<file path="src/rtl/axi_lite_arbiter.sv">
// axi_lite_arbiter: merges a read-only fetch port (m0) and a read/write LSU
// port (m1) onto one AXI-lite manager port. Round-robin per transaction,
// one transaction in flight, 1-cycle arbitration in IDLE, then a purely
// combinational path for the granted channels until the response handshake.
module axi_lite_arbiter #(
    parameter int ADDR_W = 32,
    parameter int DATA_W = 64,
    parameter int STRB_W = DATA_W / 8
) (
    input  logic              clk,
    input  logic              rst,
    // m0: fetch unit, read only
    input  logic [ADDR_W-1:0] m0_araddr_i,
    input  logic              m0_arvalid_i,
    output logic              m0_arready_o,
    output logic [DATA_W-1:0] m0_rdata_o,
    output logic [1:0]        m0_rresp_o,
    output logic              m0_rvalid_o,
    input  logic              m0_rready_i,
    // m1: load/store unit, read/write
    input  logic [ADDR_W-1:0] m1_araddr_i,
    input  logic              m1_arvalid_i,
    output logic              m1_arready_o,
    output logic [DATA_W-1:0] m1_rdata_o,
    output logic [1:0]        m1_rresp_o,
    output logic              m1_rvalid_o,
    input  logic              m1_rready_i,
    input  logic [ADDR_W-1:0] m1_awaddr_i,
    input  logic              m1_awvalid_i,
    output logic              m1_awready_o,
    input  logic [DATA_W-1:0] m1_wdata_i,
    input  logic [STRB_W-1:0] m1_wstrb_i,
    input  logic              m1_wvalid_i,
    output logic              m1_wready_o,
    output logic [1:0]        m1_bresp_o,
    output logic              m1_bvalid_o,
    input  logic              m1_bready_i,
    // downstream subordinate port
    output logic [ADDR_W-1:0] s_araddr_o,
    output logic              s_arvalid_o,
    input  logic              s_arready_i,
    input  logic [DATA_W-1:0] s_rdata_i,
    input  logic [1:0]        s_rresp_i,
    input  logic              s_rvalid_i,
    output logic              s_rready_o,
    output logic [ADDR_W-1:0] s_awaddr_o,
    output logic              s_awvalid_o,
    input  logic              s_awready_i,
    output logic [DATA_W-1:0] s_wdata_o,
    output logic [STRB_W-1:0] s_wstrb_o,
    output logic              s_wvalid_o,
    input  logic              s_wready_i,
    input  logic [1:0]        s_bresp_i,
    input  logic              s_bvalid_i,
    output logic              s_bready_o
);

    typedef enum logic [2:0] {
        IDLE    = 3'd0,
        RD_ADDR = 3'd1,
        RD_DATA = 3'd2,
        WR      = 3'd3,
        WR_RESP = 3'd4
    } state_e;

    state_e state_q, state_d;
    logic   last_q, last_d;       // index of the most recent grant
    logic   gnt_q, gnt_d;         // 0 = m0, 1 = m1
    logic   aw_done_q, aw_done_d;
    logic   w_done_q, w_done_d;

    logic   m0_req, m1_req, arb_gnt;
    logic   g_arvalid, g_rready;
    logic   aw_hs, w_hs;

    // Request decode and round-robin pick: on a tie the index not equal to last wins
    always_comb begin
        m0_req  = m0_arvalid_i;
        m1_req  = m1_arvalid_i | m1_awvalid_i;
        arb_gnt = (m0_req && m1_req) ? ~last_q : m1_req;
    end

    // Granted-manager selects feeding the handshake decode
    always_comb begin
        g_arvalid = gnt_q ? m1_arvalid_i : m0_arvalid_i;
        g_rready  = gnt_q ? m1_rready_i  : m0_rready_i;
        aw_hs     = m1_awvalid_i & ~aw_done_q & s_awready_i;
        w_hs      = m1_wvalid_i  & ~w_done_q  & s_wready_i;
    end

    // State, grant, round-robin pointer and write-progress flags
    always_ff @(posedge clk or negedge rst) begin
        if (!rst) begin
            state_q   <= IDLE;
            last_q    <= 1'b1;
            gnt_q     <= 1'b0;
            aw_done_q <= 1'b0;
            w_done_q  <= 1'b0;
        end else begin
            state_q   <= state_d;
            last_q    <= last_d;
            gnt_q     <= gnt_d;
            aw_done_q <= aw_done_d;
            w_done_q  <= w_done_d;
        end
    end

    // Next-state and channel routing; everything idles at zero outside its phase
    always_comb begin
        state_d   = state_q;
        last_d    = last_q;
        gnt_d     = gnt_q;
        aw_done_d = aw_done_q;
        w_done_d  = w_done_q;

        m0_arready_o = 1'b0;
        m0_rdata_o   = '0;
        m0_rresp_o   = 2'b00;
        m0_rvalid_o  = 1'b0;
        m1_arready_o = 1'b0;
        m1_rdata_o   = '0;
        m1_rresp_o   = 2'b00;
        m1_rvalid_o  = 1'b0;
        m1_awready_o = 1'b0;
        m1_wready_o  = 1'b0;
        m1_bresp_o   = 2'b00;
        m1_bvalid_o  = 1'b0;
        s_araddr_o   = '0;
        s_arvalid_o  = 1'b0;
        s_rready_o   = 1'b0;
        s_awaddr_o   = '0;
        s_awvalid_o  = 1'b0;
        s_wdata_o    = '0;
        s_wstrb_o    = '0;
        s_wvalid_o   = 1'b0;
        s_bready_o   = 1'b0;

        case (state_q)
            IDLE: begin
                // Registered decision only: no valid leaks downstream this cycle.
                // An m1 read beats an m1 write raised in the same cycle.
                if (m0_req || m1_req) begin
                    gnt_d  = arb_gnt;
                    last_d = arb_gnt;
                    if (!arb_gnt || m1_arvalid_i) state_d = RD_ADDR;
                    else                          state_d = WR;
                end
            end
            RD_ADDR: begin
                s_arvalid_o = g_arvalid;
                if (gnt_q) begin
                    s_araddr_o   = m1_araddr_i;
                    m1_arready_o = s_arready_i;
                end else begin
                    s_araddr_o   = m0_araddr_i;
                    m0_arready_o = s_arready_i;
                end
                if (g_arvalid && s_arready_i) state_d = RD_DATA;
            end
            RD_DATA: begin
                s_rready_o = g_rready;
                if (gnt_q) begin
                    m1_rvalid_o = s_rvalid_i;
                    m1_rdata_o  = s_rdata_i;
                    m1_rresp_o  = s_rresp_i;
                end else begin
                    m0_rvalid_o = s_rvalid_i;
                    m0_rdata_o  = s_rdata_i;
                    m0_rresp_o  = s_rresp_i;
                end
                if (s_rvalid_i && g_rready) state_d = IDLE;
            end
            WR: begin
                // AW and W run independently; each is masked once accepted
                s_awaddr_o   = m1_awaddr_i;
                s_awvalid_o  = m1_awvalid_i & ~aw_done_q;
                m1_awready_o = s_awready_i & ~aw_done_q;
                s_wdata_o    = m1_wdata_i;
                s_wstrb_o    = m1_wstrb_i;
                s_wvalid_o   = m1_wvalid_i & ~w_done_q;
                m1_wready_o  = s_wready_i & ~w_done_q;
                aw_done_d    = aw_done_q | aw_hs;
                w_done_d     = w_done_q | w_hs;
                if (aw_done_d && w_done_d) begin
                    aw_done_d = 1'b0;
                    w_done_d  = 1'b0;
                    state_d   = WR_RESP;
                end
            end
            WR_RESP: begin
                m1_bvalid_o = s_bvalid_i;
                m1_bresp_o  = s_bresp_i;
                s_bready_o  = m1_bready_i;
                if (s_bvalid_i && m1_bready_i) state_d = IDLE;
            end
            default: state_d = IDLE;
        endcase
    end

endmodule

</file>
<file path="config.mk">
export PLATFORM = sky130hd
export DESIGN_NAME = axi_lite_arbiter
export DESIGN_NICKNAME = d
export VERILOG_FILES = /design/src/rtl/axi_lite_arbiter.sv
export SDC_FILE = /design/constraint.sdc
export NUM_CORES = 1
export LEC_CHECK = 0
export BUFFER_PORTS_ARGS = -buffer_cell sky130_fd_sc_hd__buf_2
export CAP_MARGIN = 20
export CORE_AREA = 2 2 210 212
export CTS_CLUSTER_SIZE = 16
export DETAILED_ROUTE_END_ITERATION = 8
export DIE_AREA = 0 0 212 214
export PLACE_DENSITY = 0.3
export SYNTH_ARGS = -nofsm -noshare
export SYNTH_HDL_FRONTEND = slang
export SYNTH_SLANG_ARGS = --single-unit
</file>
<file path="constraint.sdc">
create_clock -name clk -period 2.6 [get_ports clk]
set_input_delay 0.65 -clock clk [delete_from_list [all_inputs] [get_ports clk]]
set_output_delay 0.65 -clock clk [all_outputs]
set_load 0.01 [all_outputs]
</file>
==> results.md <==
- Hpwl dp: between 15000 and 20000 um
- TritonCTS Buffers: 3
- Post-Syn Nets: ~660
- Fin crit share: 0.916
- Clock latency on the worst-skew pair: roughly 0.23 ns
- Arr. time, crit path: approximately 1.7 ns
- Initial Util: 0.0633
- Clk slew on worst S/H paths: ~0.040 ns
- Grt ovf: 0
- Multi-input logic area: around 0.0023 mm2
- Max Freq: ~0.42 GHz
- # DRC: 0
- DR vias/cell: ~3.2
- Fillers: approximately 5k
- Post-CTS Setup Bufs: 0
- DIE AREA: 0.0454 mm2
- Largest family of logic cells by synthesized area: simple AND/OR/NAND/NOR gates
- Setup crit start kind: flip-flop
- Yosys top cell by area: and2_1
- Status: finished, final reports clean
- Post-synthesis sequential area ratio: 0.0650
- RSZ-0062 raised after global routing: no
- XOR/XNOR share of the synthesized area: 0
- Peak VDD IR: 431 uV
- Antenna Nets Post-Route: 0
- Layout Nets: between 1k and 1.5k
- Die Y: approximately 210 um
- Count of cell types in the netlist: 37
- Vias in the first global route: around 4.5k
- Hold_buf cts: 0
- I/O Buffers: around 530
- CP Data Required Time: about 2 ns
- Slew Limit Fails: 0
- Fin. Hold Viols: 0
- Clock Path Buffers: 2
- Yosys warnings: 0
- Post-synth top area share: 0.318
- PnR worst setup slack: around 0.22 ns
- Largest net degree at the start of global routing: 84
- Total number of vias: just under 5k
- Drt pass-1 iters: 4
- Global placement routability congestion: about 0.86
- Root buffer cell: clkbuf_16
- Crit path max fanout: 82
- Die W: about 210 um
- # resized after CTS: 0
- Setup TNS: 0 ns
- Period minus WS final: ~2.4 ns
- Mux cell area share after synthesis: 0.126
- Core Area: 0.0429 mm2
- Rows: 76
- Clk sinks: 7
- Post-synthesis adder-cell area fraction: 0
- Post-synthesis simple-gate area fraction: 0.667
- CP endpoint kind: output port
- Layout cell share with drive strength beyond 1: 0.612
- Initial antenna violation count: 8
- R2r worst-path depth: 5
- Initial DRC Count: between 150 and 200
- H-tree depth: 1
- Final setup viols: 0
- I/O pin count: 532
- Mapped Avg Cell Area: approximately 6.7 um2
- CTS tree: done
- Clock skew: between 0.002 and 0.0025 ns
- GRT Total Usage: 0.0783
- Top area cells in the synthesized netlist: and2_1, and3_1, mux2i_1, dfrtp_1, nor2_1
- Cells after synthesis: about 410
- EDFF count, synth: 0
- PwrDens: 727 mW/mm2
- Post-Syn Area: about 0.0027 mm2
- Kind of critical path: reg -> out
- Leak: about 4.0 nW
- Slew HR: 0.748
- Async set-reset flop share out of synthesis: 1.00
- Worst Tran Pin Value: between 0.3 and 0.4 ns
- Area Growth Syn to Fin: 123%
- Sequential cell area: approximately 180 um2
- Yosys reg bits: 7
- WL final: around 20000 um
- Post-synthesis compound-gate area fraction: 0.0410
- First-pass GRT wire length: 27200 um
- Hold crit path type: in -> async
- Routed WL per cell: around 13 um
- Main synth FF type: dfrtp_1
- Dpl ws: approximately 0.48 ns
- Maxcap violations: 0
[registers in the layout, indices dropped and copies added, names as in the netlist]
signal	flops
aw_done_q	1
gnt_q	1
last_q	1
state_q	3
w_done_q	1
[worst paths after layout]
kind                            start       endpoint  slack, ns
max                        state_q[2]  s_wdata_o[21]       0.22
min in group clk               last_q         last_q       0.50
min                               rst          gnt_q       0.26
max in group asynchronous         rst         last_q       2.11
max reg2reg                state_q[1]     state_q[1]       0.95
min reg2reg                    last_q         last_q       0.50
[logic make-up (layout without fill, tap and decap cells)]
| kind of cell | count (synthesis) | in the layout |
|---|---|---|
| other cells | 0 | 3 |
| simple gates | 303 | 303 |
| mux | 34 | 34 |
| compound gates | 17 | 17 |
| buf+inv | 46 | 546 |
| flops | 7 | 7 |
[cell usage in the layout, fill, tap and decap left out, drive strengths merged, types with 2 or more instances in the layout]
cell	instances
o31ai	2
clkbuf	4
and2	138
a21oi	4
diode	3
dfrtp	6
buf	541
nand2	11
and3	106
nor3b	6
nor2	37
o21ai	4
mux2i	33
[synthesized netlist by cell type, types with 2 or more instances]
cell type / number
a21oi_1: 4
clkbuf_1: 14
dfrtp_1: 6
clkbuf_2: 5
o21ai_1: 3
and3_1: 105
clkbuf_4: 2
nor2_1: 35
mux2i_1: 33
o31ai_1: 2
nand2_1: 9
nor3b_1: 6
buf_6: 8
buf_2: 13
and2_1: 138
buf_4: 3
[power breakdown]
group          total (W)  leakage, nW  switching [W]  internal (W)
sequential      0.000268       0.0829      0.0000989      0.000169
clock           0.000266       0.0382      0.0000617      0.000204
combinational    0.00386         3.93        0.00222       0.00164
total            0.00440         4.05        0.00238       0.00202
[routing by layer]
layer / vias up / wire, um / part of all wire / track usage
li1: 2368 / - / - / -
met1: 2152 / 7580 / 0.38 / 0.0839
met2: 283 / 10300 / 0.52 / 0.154
met3: 24 / 1560 / 0.078 / 0.0133
met4: 4 / 450 / 0.023 / 0.0221
met5: - / 26 / 0.0013 / 0
[layout make-up]
| class | count | share of cell area |
|---|---|---|
| timing repair buffer | 541 | 0.460 |
| sequential | 7 | 0.0296 |
| tap | 585 | 0.121 |
| clock buffer | 4 | 0.0130 |
| inverter | 1 | 0.000620 |
| antenna | 3 | 0.00124 |
| multi-input combinational | 354 | 0.375 |
[worst max-delay path: stages, from the launching register on]
cell and delay (ns):
dfrtp_1 0.43, and2b_2 0.37, buf_12 0.28, and3_1 0.20, buf_2 0.16
[metrics by stage]
step	util	total power [W]	std cells	instance area [um2]	hold slack [ns]
6_report	0.141	0.00440	1495	6050	0.258
5_1_grt	0.141	0.00480	1494	6050	0.274
4_1_cts	0.141	0.00448	1492	6040	0.266
3_5_place_dp	0.139	0.00419	1488	5960	0.496
3_3_place_gp	0.139	0.00426	1488	5960	0.493
2_1_floorplan	-	0.00265	407	2720	0.354
Note: power is estimated with default switching activity, not from simulation.
